**src/rtl/sss_stream_gen_if.sv**
```systemverilog
// SSS beat stream: 2-bit beats {d(2n+1), d(2n)} with valid/ready handshake and an end-of-sequence marker.
interface sss_stream_gen_if;
  logic [1:0] dout;
  logic       dout_valid;
  logic       dout_ready;
  logic       dout_last;

  modport master (output dout, dout_valid, dout_last, input dout_ready);
  modport slave  (input dout, dout_valid, dout_last, output dout_ready);
endinterface

```
**src/rtl/sss_stream_gen.sv**
```systemverilog
// SSS generator: builds the s/c/z m-sequences into buffers with three LFSR lanes,
// then streams the L scrambled 2-bit beats for the latched cell configuration.
module sss_stream_gen #(
  parameter int unsigned       LFSR_W = 5,
  parameter logic [LFSR_W-1:0] S_TAPS = 5'b00101,
  parameter logic [LFSR_W-1:0] C_TAPS = 5'b01001,
  parameter logic [LFSR_W-1:0] Z_TAPS = 5'b10111
) (
  input  logic              clk,
  input  logic              reset_n,
  input  logic              start,
  input  logic              abort,
  input  logic [1:0]        n_id_2,
  input  logic [LFSR_W-1:0] m0,
  input  logic [LFSR_W-1:0] m1,
  input  logic              subframe5,
  output logic              busy,
  output logic              cfg_err,
  output logic              done,
  sss_stream_gen_if.master  dst
);
  localparam int unsigned              L     = (1 << LFSR_W) - 1;
  localparam logic [LFSR_W:0]          L_CNT = {1'b0, {LFSR_W{1'b1}}};
  localparam logic [LFSR_W-1:0]        L_MAX = {{(LFSR_W-1){1'b1}}, 1'b0};
  localparam logic [LFSR_W-1:0]        SEED  = {1'b1, {(LFSR_W-1){1'b0}}};
  localparam logic [2:0][LFSR_W-1:0]   TAPS  = {Z_TAPS, C_TAPS, S_TAPS};

  typedef enum logic [1:0] {IDLE, GEN, STREAM} state_t;
  state_t state, state_nx;

  logic                    cfg_ok, accept, reject, gen_step, gen_end, xfer, abort_job;
  logic [1:0]              nid_q;
  logic [LFSR_W-1:0]       m0_q, m1_q;
  logic                    sf5_q;
  logic [LFSR_W:0]         gen_cnt;
  logic [LFSR_W-1:0]       beat, beat_nx;
  logic [2:0][L-1:0]       seq_buf;
  logic [1:0]              dout_q, dout_nx;
  logic                    valid_q, last_q, done_q, cfg_err_q;
  logic                    s0, s1, c0, c1, z0, z1;

  // (a + b) mod L for a, b < L
  function automatic logic [LFSR_W-1:0] wrap_add(input logic [LFSR_W-1:0] a,
                                                 input logic [LFSR_W-1:0] b);
    logic [LFSR_W:0] s;
    s = {1'b0, a} + {1'b0, b};
    if (s >= L_CNT) s = s - L_CNT;
    return s[LFSR_W-1:0];
  endfunction

  assign cfg_ok    = (n_id_2 <= 2'd2) && (m0 != {LFSR_W{1'b1}}) && (m1 != {LFSR_W{1'b1}});
  assign abort_job = abort && (state != IDLE);

  always_ff @(posedge clk or negedge reset_n)
    if (!reset_n) state <= IDLE;
    else          state <= state_nx;

  always_comb begin
    state_nx = state;
    accept   = 1'b0;
    reject   = 1'b0;
    gen_step = 1'b0;
    gen_end  = 1'b0;
    xfer     = 1'b0;
    unique case (state)
      IDLE:
        if (start && !abort) begin
          if (cfg_ok) begin
            accept   = 1'b1;
            state_nx = GEN;
          end else begin
            reject   = 1'b1;
          end
        end
      GEN:
        if (abort) state_nx = IDLE;
        else if (gen_cnt == L_CNT) begin
          gen_end  = 1'b1;
          state_nx = STREAM;
        end else gen_step = 1'b1;
      STREAM:
        if (abort) state_nx = IDLE;
        else if (valid_q && dst.dout_ready) begin
          xfer = 1'b1;
          if (last_q) state_nx = IDLE;
        end
      default: state_nx = IDLE;
    endcase
  end

  // One lane per base sequence: LFSR window x(i..i+W-1), bit 0 is x(i)
  for (genvar k = 0; k < 3; k++) begin : g_seq
    logic [LFSR_W-1:0] lfsr;
    logic [L-1:0]      sbuf;

    always_ff @(posedge clk or negedge reset_n)
      if (!reset_n) begin
        lfsr <= '0;
        sbuf <= '0;
      end else if (accept) begin
        lfsr <= SEED;
        sbuf <= '0;
      end else if (gen_step) begin
        sbuf[gen_cnt[LFSR_W-1:0]] <= lfsr[0];
        lfsr <= {^(lfsr & TAPS[k]), lfsr[LFSR_W-1:1]};
      end

    assign seq_buf[k] = sbuf;
  end

  // Next beat to present: beat 0 on leaving GEN, otherwise the one after the current
  assign beat_nx = gen_end ? '0 : beat + 1'b1;

  always_comb begin
    s0 = seq_buf[0][wrap_add(beat_nx, m0_q)];
    s1 = seq_buf[0][wrap_add(beat_nx, m1_q)];
    c0 = seq_buf[1][wrap_add(beat_nx, LFSR_W'(nid_q))];
    c1 = seq_buf[1][wrap_add(beat_nx, LFSR_W'(nid_q) + LFSR_W'(3))];
    z0 = seq_buf[2][wrap_add(beat_nx, LFSR_W'(m0_q[2:0]))];
    z1 = seq_buf[2][wrap_add(beat_nx, LFSR_W'(m1_q[2:0]))];
    dout_nx = sf5_q ? {s0 ^ c1 ^ z1, s1 ^ c0} : {s1 ^ c1 ^ z0, s0 ^ c0};
  end

  always_ff @(posedge clk or negedge reset_n)
    if (!reset_n) begin
      nid_q     <= '0;
      m0_q      <= '0;
      m1_q      <= '0;
      sf5_q     <= 1'b0;
      gen_cnt   <= '0;
      beat      <= '0;
      dout_q    <= '0;
      valid_q   <= 1'b0;
      last_q    <= 1'b0;
      done_q    <= 1'b0;
      cfg_err_q <= 1'b0;
    end else begin
      done_q    <= 1'b0;
      cfg_err_q <= reject;
      if (accept) begin
        nid_q   <= n_id_2;
        m0_q    <= m0;
        m1_q    <= m1;
        sf5_q   <= subframe5;
        gen_cnt <= '0;
      end
      if (gen_step) gen_cnt <= gen_cnt + 1'b1;
      // Registered output beat; the extra cycle after GEN preloads beat 0
      if (gen_end || (xfer && !last_q)) begin
        beat    <= beat_nx;
        dout_q  <= dout_nx;
        last_q  <= (beat_nx == L_MAX);
        valid_q <= 1'b1;
      end
      if (abort_job || (xfer && last_q)) begin
        beat    <= '0;
        dout_q  <= '0;
        last_q  <= 1'b0;
        valid_q <= 1'b0;
      end
      if (xfer && last_q) done_q <= 1'b1;
    end

  assign busy           = (state != IDLE);
  assign cfg_err        = cfg_err_q;
  assign done           = done_q;
  assign dst.dout       = dout_q;
  assign dst.dout_valid = valid_q;
  assign dst.dout_last  = last_q;
endmodule

```
**src/flat_wrapper.sv**
```systemverilog
// flat-port wrapper written by rule: the top's interface ports become plain ports
module sss_stream_gen_flat 
#(
  parameter int unsigned       LFSR_W = 5,
  parameter logic [LFSR_W-1:0] S_TAPS = 5'b00101,
  parameter logic [LFSR_W-1:0] C_TAPS = 5'b01001,
  parameter logic [LFSR_W-1:0] Z_TAPS = 5'b10111
)
  (clk, reset_n, start, abort, n_id_2, m0, m1, subframe5, busy, cfg_err, done, dst_dout, dst_dout_valid, dst_dout_last, dst_dout_ready);
  sss_stream_gen_if dst_i ();
  input  logic clk;
  input  logic reset_n;
  input  logic start;
  input  logic abort;
  input  logic [1:0] n_id_2;
  input  logic [LFSR_W-1:0] m0;
  input  logic [LFSR_W-1:0] m1;
  input  logic subframe5;
  output logic busy;
  output logic cfg_err;
  output logic done;
  output wire logic [$bits(dst_i.dout)-1:0] dst_dout;
  output wire logic [$bits(dst_i.dout_valid)-1:0] dst_dout_valid;
  output wire logic [$bits(dst_i.dout_last)-1:0] dst_dout_last;
  input wire logic [$bits(dst_i.dout_ready)-1:0] dst_dout_ready;
  assign dst_dout = dst_i.dout;
  assign dst_dout_valid = dst_i.dout_valid;
  assign dst_dout_last = dst_i.dout_last;
  assign dst_i.dout_ready = dst_dout_ready;
  sss_stream_gen #(.LFSR_W(LFSR_W), .S_TAPS(S_TAPS), .C_TAPS(C_TAPS), .Z_TAPS(Z_TAPS)) u_core (.clk(clk), .reset_n(reset_n), .start(start), .abort(abort), .n_id_2(n_id_2), .m0(m0), .m1(m1), .subframe5(subframe5), .busy(busy), .cfg_err(cfg_err), .done(done), .dst(dst_i));
endmodule
```
**config.mk**
```make
export PLATFORM = sky130hd
export DESIGN_NAME = sss_stream_gen_flat
export DESIGN_NICKNAME = d
export VERILOG_FILES = /design/src/rtl/sss_stream_gen_if.sv /design/src/rtl/sss_stream_gen.sv /design/src/flat_wrapper.sv
export SDC_FILE = /design/constraint.sdc
export NUM_CORES = 1
export LEC_CHECK = 0
export CAP_MARGIN = 20
export CORE_MARGIN = 4
export CORE_UTILIZATION = 65
export DETAILED_ROUTE_END_ITERATION = 10
export HOLD_SLACK_MARGIN = 0.08
export PLACE_DENSITY = 0.83
export SYNTH_ARGS = -nofsm -noshare
export SYNTH_HDL_FRONTEND = slang
export SYNTH_SLANG_ARGS = --single-unit
```
**constraint.sdc**
```tcl
create_clock -name clk -period 11.9 [get_ports clk]
set_input_delay 2.38 -clock clk [delete_from_list [all_inputs] [get_ports clk]]
set_output_delay 2.38 -clock clk [all_outputs]
set_load 0.03 [all_outputs]
```
==> metrics.txt, run 1 <==
buffer levels on the longest clock path=2; leak pwr=between 5 and 6 nW; fmax=between 0.1 and 0.15 GHz; count of antenna diodes in the layout=0; antenna violations before repair=0; number of register bits inferred by synthesis=140; commonest register cell after synthesis=dfrtp_1; Post-synth EDFFs=0; number of buffers added by the clock tree synthesis step=17; post-synthesis area per instance=roughly 9.4 µm²; routed wirelength normalized by instance count=roughly 22 µm; fraction of final layout cells with drive strength greater than 1=0.122; minimum period implied by the final worst setup slack=8450 ps; maximum vdd drop=between 0.2 and 0.25 mV; starting density of the core=0.665; clock input transition at the sequential cells of the worst setup and hold paths=approximately 60 ps; count of boundary I/O pins=25; cells taking the most area after synthesis=dfrtp_1 (32%), mux2i_1 (15%), mux4_2 (5.5%), nor2_1 (4.5%), nand2_1 (3.5%); pin count of the biggest net entering global routing=about 110; number of synthesis warnings=0; pre-CTS setup slack=about 3200 ps; largest clock skew in the final design=10.2 ps; H-Tree Depth=4; worst-skew pair later-pin latency=430 ps; total number of vias=around 9500; setup repair after global routing missed its margin=false; fill cell instance count of the final layout=1208; detailed-placement wirelength estimate=between 20000 and 25000 µm; post-detailed-route count of antenna-violating nets=0; area of the mapped netlist=approximately 11000 µm²; number of global-route vias before repair=9049; status=finished clean; Power Density=around 290 nW/µm²; Unique masters post-synth=104; CP Class=in -> reg; required arrival time at the worst endpoint=around 12000 ps; Final Non-Filler Cells=around 1400; placed instance count=1343; CP endpoint kind=register; async set or reset register ratio after synthesis=1.00; detailed-router iteration count before antenna repair=8; worst hold margin=roughly 520 ps; PostCTS Resize Cnt=0; Std-Cell Rows=47; reg2reg setup slack=~5000 ps; die area=19200 µm²; overflow left after global routing=0; Buffers on Ports=24; clk root buf=clkbuf_16; wire length of the first global-routing pass=between 40000 and 50000 µm; post-synthesis net count=roughly 1200; DRC violations left=0; Max Fanout on Critical Path=18; area fraction of the dominant cell type after synthesis=0.317; Die Y-Extent=roughly 140 µm; worst hold-check path type=reg -> reg; final-report max-slew violation count=0; final routed wirelength across all metal layers=~30000 µm; initial detailed-routing violation count=around 1200; Net count, final=1193; final setup violation count=0; Die Wd=138 µm; Post-synth top cells=mux2i_1 (162), dfrtp_1 (140), nor2_1 (132); CTS tree=built; CTS sink count=140; # Post-CTS Setup Buffers=0; Period Utilization, post-route=0.710; most numerous cell in the Yosys netlist=mux2i_1; Worst Path Arrival=about 8700 ps; combined global-route utilization of all metal layers=0.321; Core Box Area=around 17000 µm²; Max-Slew Margin vs Limit=0.257; Placer Congestion=roughly 0.98; final hold violation count=0; part of the Yosys area used for sequential elements=0.317; dominant cell type by area after synthesis=dfrtp_1; Setup crit start kind=primary input; sum of negative setup slack=0 ps; Cells after Synth=1175; final core occ=0.718; final setup slack of the worst path=3450 ps; via/cell ratio=around 6.9; Syn-to-layout area delta=7.96%; max-cap violations=0; actual transition at the worst max-transition pin=around 1100 ps; total of hold buffers inserted after clock tree synthesis=0
==> area by class of cell <==
type / instances / area, µm² / share of cell area
inverter: 26 / 97.6 / 0.00817
multi-input combinational: 927 / 7130 / 0.596
timing repair buffer: 32 / 342 / 0.0286
tap: 220 / 275 / 0.0230
sequential: 140 / 3500 / 0.293
clock buffer: 20 / 457 / 0.0382
clock inverter: 12 / 148 / 0.0124
==> cells by family (layout without fill, tap and decap cells) <==
family	count (synthesis)	after routing	synth area share
AOI/OAI and AO/OA	237	237	0.154
xor gates and xnor gates	38	38	0.0358
adders and majority gates	33	33	0.0397
buffers and inverters	108	90	0.0415
DFF	140	140	0.317
muxes	220	220	0.237
and+or+nand+nor	399	399	0.176
==> registers in the layout (all words and copies together) (netlist names) <==
| name | flops |
|---|---|
| u_core.dst.dout_last | 1 |
| u_core.cfg_err | 1 |
| u_core.gen_cnt | 6 |
| u_core.g_seq.lfsr | 15 |
| u_core.m0_q | 5 |
| u_core.dst.dout_valid | 1 |
| u_core.state | 2 |
| u_core.sf5_q | 1 |
| u_core.beat | 5 |
| u_core.m1_q | 5 |
| u_core.g_seq.sbuf | 93 |
| u_core.done | 1 |
| u_core.dst.dout | 2 |
| u_core.nid_q | 2 |
==> metrics by stage <==
step | area (µm²) | power (mW)
2_1_floorplan | 11100 | 2.38
3_3_place_gp | 11300 | 2.77
3_5_place_dp | 11300 | 2.80
4_1_cts | 11900 | 3.37
5_1_grt | 11900 | 3.63
6_report | 11900 | 3.42
==> layer usage <==
metal  up-vias  global-route usage  share of wire
met5         -                   0              0
met4         0               0.155          0.044
met3        92              0.0680          0.092
met2       563               0.479           0.45
met1      4578               0.449           0.41
li1       4276                   -              -
==> worst paths after layout <==
kind	start	to	depth (start not counted)
hold / removal	u_core.m1_q[2]	u_core.m1_q[2]	1
min in group asynchronous	reset_n	u_core.g_seq[0].sbuf[30]	1
max in group asynchronous	reset_n	u_core.g_seq[1].sbuf[23]	2
setup reg to reg	u_core.gen_cnt[0]	u_core.dst.dout[1]	19
hold reg to reg	u_core.m1_q[2]	u_core.m1_q[2]	1
setup / recovery	abort	u_core.dst.dout[1]	19
==> worst max-delay path: stages <==
cell and delay [ps]:
clkdlybuf4s50_1 560, nor3b_4 320, nand3_1 500, nand2b_1 320
inv_1 130, ha_1 230, fa_1 980, ha_1 440
and2_1 290, nand4_1 170, and3_1 460, o21ai_0 430
nor2_1 100, a2111oi_0 510, nor4_1 180, nand2_1 140
o31ai_1 80, a2111oi_2 370, o21ai_1 130
==> where the power goes <==
part	switching (mW)	leakage (nW)	internal, mW
combinational	1.41	3.42	0.908
sequential	0.0417	1.90	0.510
clock	0.227	0.291	0.326
==> cell usage in the layout (no fill, tap or decap), types with 14 or more instances in the layout <==
cell and count:
mux4_2 27, a21oi_1 48, nor3_1 14, o21ai_0 43, mux2_2 26, o211ai_1 15
mux2i_1 162, nand3_1 52, ha_1 27, nand2_1 104, nor2_1 132, inv_1 25
a211oi_1 14, clkbuf_16 17, clkdlybuf4s50_1 23, dfrtp_1 140, xnor2_1 21
Note: power is estimated with default switching activity, not from simulation.
==> inputs of run 2 (changes only) <==
CORE_UTILIZATION = 64   (was 65)
PLACE_DENSITY = 0.82   (was 0.83)
clock period = 8.1 ns   (was 11.9 ns; I/O delays follow)
==> metrics.txt, run 2 (same netlist as run 1, synthesis figures left out) <==
status=finished clean; required arrival time at the worst endpoint=8410 ps (-3780 ps); relative contribution of the clock network to total power=0.148 (-0.014); reg2reg setup slack=1890 ps (-3090 ps); Net count, final=1198 (+0.42%); sum of negative setup slack=0 ps (unchanged); overflow left after global routing=0 (unchanged); PostCTS Resize Cnt=0 (unchanged); wire length of the first global-routing pass=50200 µm (+0.89%); Placer Congestion=0.965 (-1.2%); max-cap violations=0 (unchanged); Buffers on Ports=24 (unchanged); worst reg-to-reg path cell count=20 (+1); via/cell ratio=6.89 (-0.24%); total of hold buffers inserted after clock tree synthesis=0 (unchanged); worst setup path startpoint=abort; detailed-router iteration count before antenna repair=6 (-2); total power=5.01 mW (+46%); combined global-route utilization of all metal layers=0.326 (+0.00555); CTS sink count=140 (unchanged); final hold violation count=0 (unchanged); maximum vdd drop=0.482 mV (+120%); starting density of the core=0.660 (-0.00467); share of power burned in registers=0.163 (+0.002); Final Non-Filler Cells=1382 (+0.36%); slowest cell on the critical path=clkdlybuf4s50_1; critical path endpoint=u_core.dst.dout[1]; placed instance count=1350 (+0.52%); count of boundary I/O pins=25 (unchanged); internal power=2.51 mW (+44%); count of antenna diodes in the layout=0 (unchanged); Std-Cell Rows=47 (unchanged); clk root buf=clkbuf_16; total number of vias=9521 (+0.13%); minimum period implied by the final worst setup slack=6950 ps; antenna violations before repair=0 (unchanged); leading cell types in the layout, fill and taps excluded=mux2i_1 (162), dfrtp_1 (140), nor2_1 (132), nand2_1 (104), nand3_1 (52); fmax=approximately 0.14 GHz; Period Utilization, post-route=0.859; FF-to-FF Start=u_core.gen_cnt[0]; setup repair after global routing missed its margin=false; initial detailed-routing violation count=1110 (-9.5%); die area=19500 µm² (+1.5%); switching part of the total=0.498 (+0.00737); Top cell by count, worst path=ha_1; routed wirelength normalized by instance count=22.9 µm (+2.1%); actual transition at the worst max-transition pin=1080 ps (-32.0 ps); detailed-placement wirelength estimate=23300 µm (+4.5%); buffer levels on the longest clock path=2 (unchanged); most common cell after layout, fill and taps aside=mux2i_1; CTS tree=built; final setup violation count=0 (unchanged); number of global-route vias before repair=9173 (+1.4%); CP endpoint kind=register; Die Y-Extent=140 µm (+0.73%); largest clock skew in the final design=17.0 ps (+6.86 ps); Die Wd=140 µm (+0.73%); # Post-CTS Setup Buffers=0 (unchanged); pin count of the biggest net entering global routing=107 (-5.3%); worst hold margin=524 ps (+5.83 ps); biggest registers after layout=u_core.g_seq.sbuf: 93 flops, u_core.g_seq.lfsr: 15 flops, u_core.gen_cnt: 6 flops; Worst Path Arrival=7260 ps (-1480 ps); final-report max-slew violation count=0 (unchanged); Max-Slew Margin vs Limit=0.278 (+0.0214); number of buffers added by the clock tree synthesis step=17 (unchanged); Setup crit start kind=primary input; max FFs per register=93 (unchanged); DRC violations left=0 (unchanged); leak pwr=5.60 nW (-0.28%); series of cell instances along the critical path=clkdlybuf4s50_1 > nor3b_4 > nand3_1 > nand2b_1 > inv_1 > ha_1 > fa_1 > buf_4 > ha_1 > and2_1 > nand4_1 > and3_1 > o21ai_0 > nor2_1 > a2111oi_0 > nor4_1 > nand2_1 > o31ai_1 > a2111oi_2 > o21ai_1; fraction of final layout cells with drive strength greater than 1=0.125 (+0.00292); combinational cell fraction of total power=0.690 (+0.013); post-detailed-route count of antenna-violating nets=0 (unchanged); CP Class=in -> reg; worst-skew pair later-pin latency=440 ps (about the same); worst hold-check path type=reg -> reg; Core Box Area=16800 µm² (+0.71%); final routed wirelength across all metal layers=31600 µm (+2.4%); RR Endpoint=u_core.dst.dout[1]; Power Density=421 nW/µm² (+47%); Net Sw Power=2.49 mW (+49%); Syn-to-layout area delta=7.45%; max incr delay on CP=580 ps (-400 ps); H-Tree Depth=4 (unchanged); clock input transition at the sequential cells of the worst setup and hold paths=70 ps (about the same); Max Fanout on Critical Path=18 (unchanged); most flop-heavy register=u_core.g_seq.sbuf
## run 2: worst min path at each step
stage | from | end | cells past startpoint
4_1_cts | u_core.g_seq[1].lfsr[1] | u_core.g_seq[1].lfsr[1] | 2
3_5_place_dp | u_core.m0_q[4] | u_core.m0_q[4] | 1
2_1_floorplan | u_core.g_seq[0].lfsr[4] | u_core.g_seq[0].lfsr[4] | 2
5_1_grt | u_core.g_seq[1].lfsr[1] | u_core.g_seq[1].lfsr[1] | 2
6_report | u_core.g_seq[1].lfsr[1] | u_core.g_seq[1].lfsr[1] | 2
3_3_place_gp | u_core.g_seq[0].lfsr[4] | u_core.g_seq[0].lfsr[4] | 2
## run 2: cell type report
class,instances,area (µm²)
clock inverters,12,104
inverters,26,97.6
clock buffers,20,447
well taps,220,275
repair buffers,37,339
fillers,1282,4870
flip-flops and latches,140,3500
multi-input cells,927,7130
## run 2: power by group through the flow
stage          sequential [mW]  combinational, mW  clock, mW
2_1_floorplan            0.807               2.69          0
3_3_place_gp             0.822               3.32          0
3_5_place_dp             0.824               3.37          0
4_1_cts                  0.812               3.39      0.748
5_1_grt                  0.821               3.71      0.779
6_report                 0.814               3.45      0.740
## run 2: per-layer routing
layer	routed length [µm]	GRT usage
met4	1420	0.144
met1	12900	0.450
met3	2730	0.0518
met2	14600	0.514
met5	0	0
## run 2: metrics by stage
stage          utilization  instance area (µm²)  setup WS, ps
2_1_floorplan            -                11100          1810
3_3_place_gp         0.677                11300           975
3_5_place_dp         0.677                11300           833
4_1_cts              0.710                11900          1250
5_1_grt              0.710                11900           665
6_report             0.710                11900          1150
## run 2: worst max-delay path: cells and delay by family
kind / cells / cell delay (ps)
fa+ha+maj: 3 / 1070
simple gates: 9 / 2090
buf+inv: 3 / 940
compound gates: 5 / 1520
==> inputs of run 3 (changes only) <==
HOLD_SLACK_MARGIN = 0.03   (was 0.08)
==> results of run 3 <==
The final DEF is identical to that of run 2; final timing and power are the same.
==> variant (config.mk and constraints of run 2) <==
The 3 states of `state_t` get a one-hot encoding in 3 bits.
--- a/src/rtl/sss_stream_gen.sv
+++ b/src/rtl/sss_stream_gen.sv
@@ -26,5 +26,5 @@
   localparam logic [2:0][LFSR_W-1:0]   TAPS  = {Z_TAPS, C_TAPS, S_TAPS};
 
-  typedef enum logic [1:0] {IDLE, GEN, STREAM} state_t;
+  typedef enum logic [2:0] {IDLE = 3'b001, GEN = 3'b010, STREAM = 3'b100} state_t;
   state_t state, state_nx;
 
Function: same outputs for any inputs over 10 cycles, from zero or initial values and one cycle with reset_n low; not proved beyond that.
==> variant against run 2 <==
Worst setup slack improved by 36 ps; count of clock-buffer cells in the layout fell by 3; sequential cell count rose by 1; via count fell by 0.69%; register-to-register slack improved by 410 ps; synthesized cell count fell by 3.7%; wire length fell by 2.2%; final area fell by 1.7%; area after synthesis fell by 4.2%; final cell count fell by 2.3%; critical endpoint unchanged; highest routed layer unchanged.
Power is not compared: it rests on default switching activity, and its combinational part moved more than twofold at a synthesized area within 25%.
==> variant: results (changes against run 2) <==
finish:
  antenna_cells: 0  # unchanged
  final_layout_size_suffix_gt1_frac: 0.117  # was 0.125
  fill_cells: 1135  # was 1282
  largest_registers: "u_core.g_seq.sbuf (93), u_core.g_seq.lfsr (15), u_core.gen_cnt (6)"  # unchanged
cts:
  htree_levels: 4  # unchanged
  path_clk_slew_ps: 60
  cts_made_buffers: 17  # unchanged
  postCtsSetupRepairBufs: 0  # unchanged
  root_buffer: "clkbuf_16"  # unchanged
  cts_resized: 0  # unchanged
  clockBufferDepth: 2  # unchanged
  worstSkewPairLatency_ps: 430
global_routing:
  antenna_found_initial: 0  # unchanged
  grt_pass1_wl_um: 48600  # was 50200 µm
  first_global_vias: 8893  # was 9173
  grt.total_usage: 0.336  # was 0.326
  grt_max_degree: 88  # was 107
synthesis:
  dominantRegCellSynth: "dfrtp_1"  # unchanged
  yosys_warnings: 0  # unchanged
  async_reset_ff_frac: 1.00  # unchanged
  syn_nets: 1182  # was 1224
  synth_top_cells_by_area: "dfrtp_1, mux2i_1, mux4_2"  # unchanged
  synth-seq-area-share: 0.333  # was 0.317
  synth_edf_count: 0  # unchanged
  yosys.cell_types.count: 80  # was 104
  synth_commonest_cells: "mux2i_1, dfrtp_1, nor2_1"  # unchanged
route:
  drt-pass1-iter-count: 8  # was 6
  antenna_left: 0  # unchanged
  routed_wl_um: 30900  # was 31600 µm
  first_iter_violations: 1266  # was 1110
  via_per_inst: 7.00  # was 6.89
critical_path:
  r2r_start: "u_core.gen_cnt[2]$_DFFE_PN0P_"  # was u_core.gen_cnt[0]$_DFFE_PN0P_
  cp_max_fo: 15  # was 18
  arrival_ps: 7260  # about the same
  r2r_slack_ps: 2300  # was 1890 ps
  critPathLaunch: "abort"  # unchanged
hold_path:
  hold_start: "u_core.g_seq[1].lfsr[4]$_DFFE_PN0P_"  # was u_core.g_seq[1].lfsr[1]$_DFFE_PN0P_
  holdCritPathClass: "reg2reg"  # unchanged
pwr:
  leakage_nw: 5.55
  ir_drop_mv: 0.192
place:
  routabilityCongestion: 1.00  # was 0.965
  postPlaceCellArea_um2: 11000  # was 11300 µm²
  place_hpwl_um: 21000  # was 23300 µm
  port-buffer-count: 24  # unchanged
  dp_slack_ps: 827  # was 833 ps
timing:
  hold_ws_ps: 486  # was 524 ps
  layout_min_cycle_time_ps: 6920  # was 6950 ps
  slew_headroom: 0.262  # was 0.278
  finClkSkew_ps: 10.5  # was 17.0 ps
status:
  status: "completed"  # unchanged
-- variant: cells by family after synthesis --
group,Yosys count,share of synthesized area
multiplexers,217,0.238
buffers and inverters,95,0.0362
AO/OA/AOI/OAI,216,0.137
flip-flops,141,0.333
AND/OR/NAND/NOR,395,0.179
XOR/XNOR,35,0.0349
adder cells (fa/ha/maj),33,0.0417
-- variant: where the power goes --
part	switching [mW]	internal (mW)
logic	0.653	0.433
clock network	0.328	0.521
registers	0.0200	0.725
-- variant: final cells by class --
type | instances | share of cell area
well taps | 216 | 0.0231
inverters | 21 | 0.00674
repair buffers | 45 | 0.0410
clock inverters | 14 | 0.0177
clock buffers | 17 | 0.0364
multi-input cells | 896 | 0.573
flip-flops and latches | 141 | 0.302
-- variant: critical path, stage by stage --
cell and delay (ps):
clkdlybuf4s50_1 660, nor4b_4 120, nor3b_2 180, nor2_1 320, inv_1 120, ha_1 640, inv_1 370, ha_1 370
a31oi_1 150, o21ai_1 100, a32oi_1 820, mux2_2 440, nand2b_1 140, a221oi_1 250, a211oi_1 90, a211o_1 360
xnor2_2 180, xnor2_1 130, nand3_1 90, o211ai_1 110
-- variant: through the flow --
| stage | power, mW | utilization | cells |
|---|---|---|---|
| 2_1_floorplan | 1.56 | - | 1132 |
| 3_3_place_gp | 1.79 | 0.682 | 1315 |
| 3_5_place_dp | 1.80 | 0.682 | 1315 |
| 4_1_cts | 2.66 | 0.721 | 1346 |
| 5_1_grt | 2.80 | 0.728 | 1350 |
| 6_report | 2.68 | 0.728 | 1350 |
-- variant: worst paths after layout --
path,endpoint,depth (start not counted)
min reg2reg,u_core.g_seq[1].lfsr[4]$_DFFE_PN0P_,1
max in group asynchronous,u_core.g_seq[0].sbuf[0]$_DFFE_PN0P_,3
max reg2reg,u_core.dst.dout[0]$_DFFE_PN0P_,17
max,u_core.dst.dout[1]$_DFFE_PN0P_,20
min in group asynchronous,u_core.state[1]$_DFFE_PN0P_,1
min,u_core.g_seq[1].lfsr[4]$_DFFE_PN0P_,1
-- variant: per-layer routing --
| metal | vias up | track usage | wire, µm |
|---|---|---|---|
| met4 | 0 | 0.200 | 1930 |
| met5 | - | 0 | 0 |
| met1 | 4586 | 0.461 | 12500 |
| li1 | 4143 | - | - |
| met2 | 584 | 0.502 | 13700 |
| met3 | 142 | 0.0577 | 2700 |
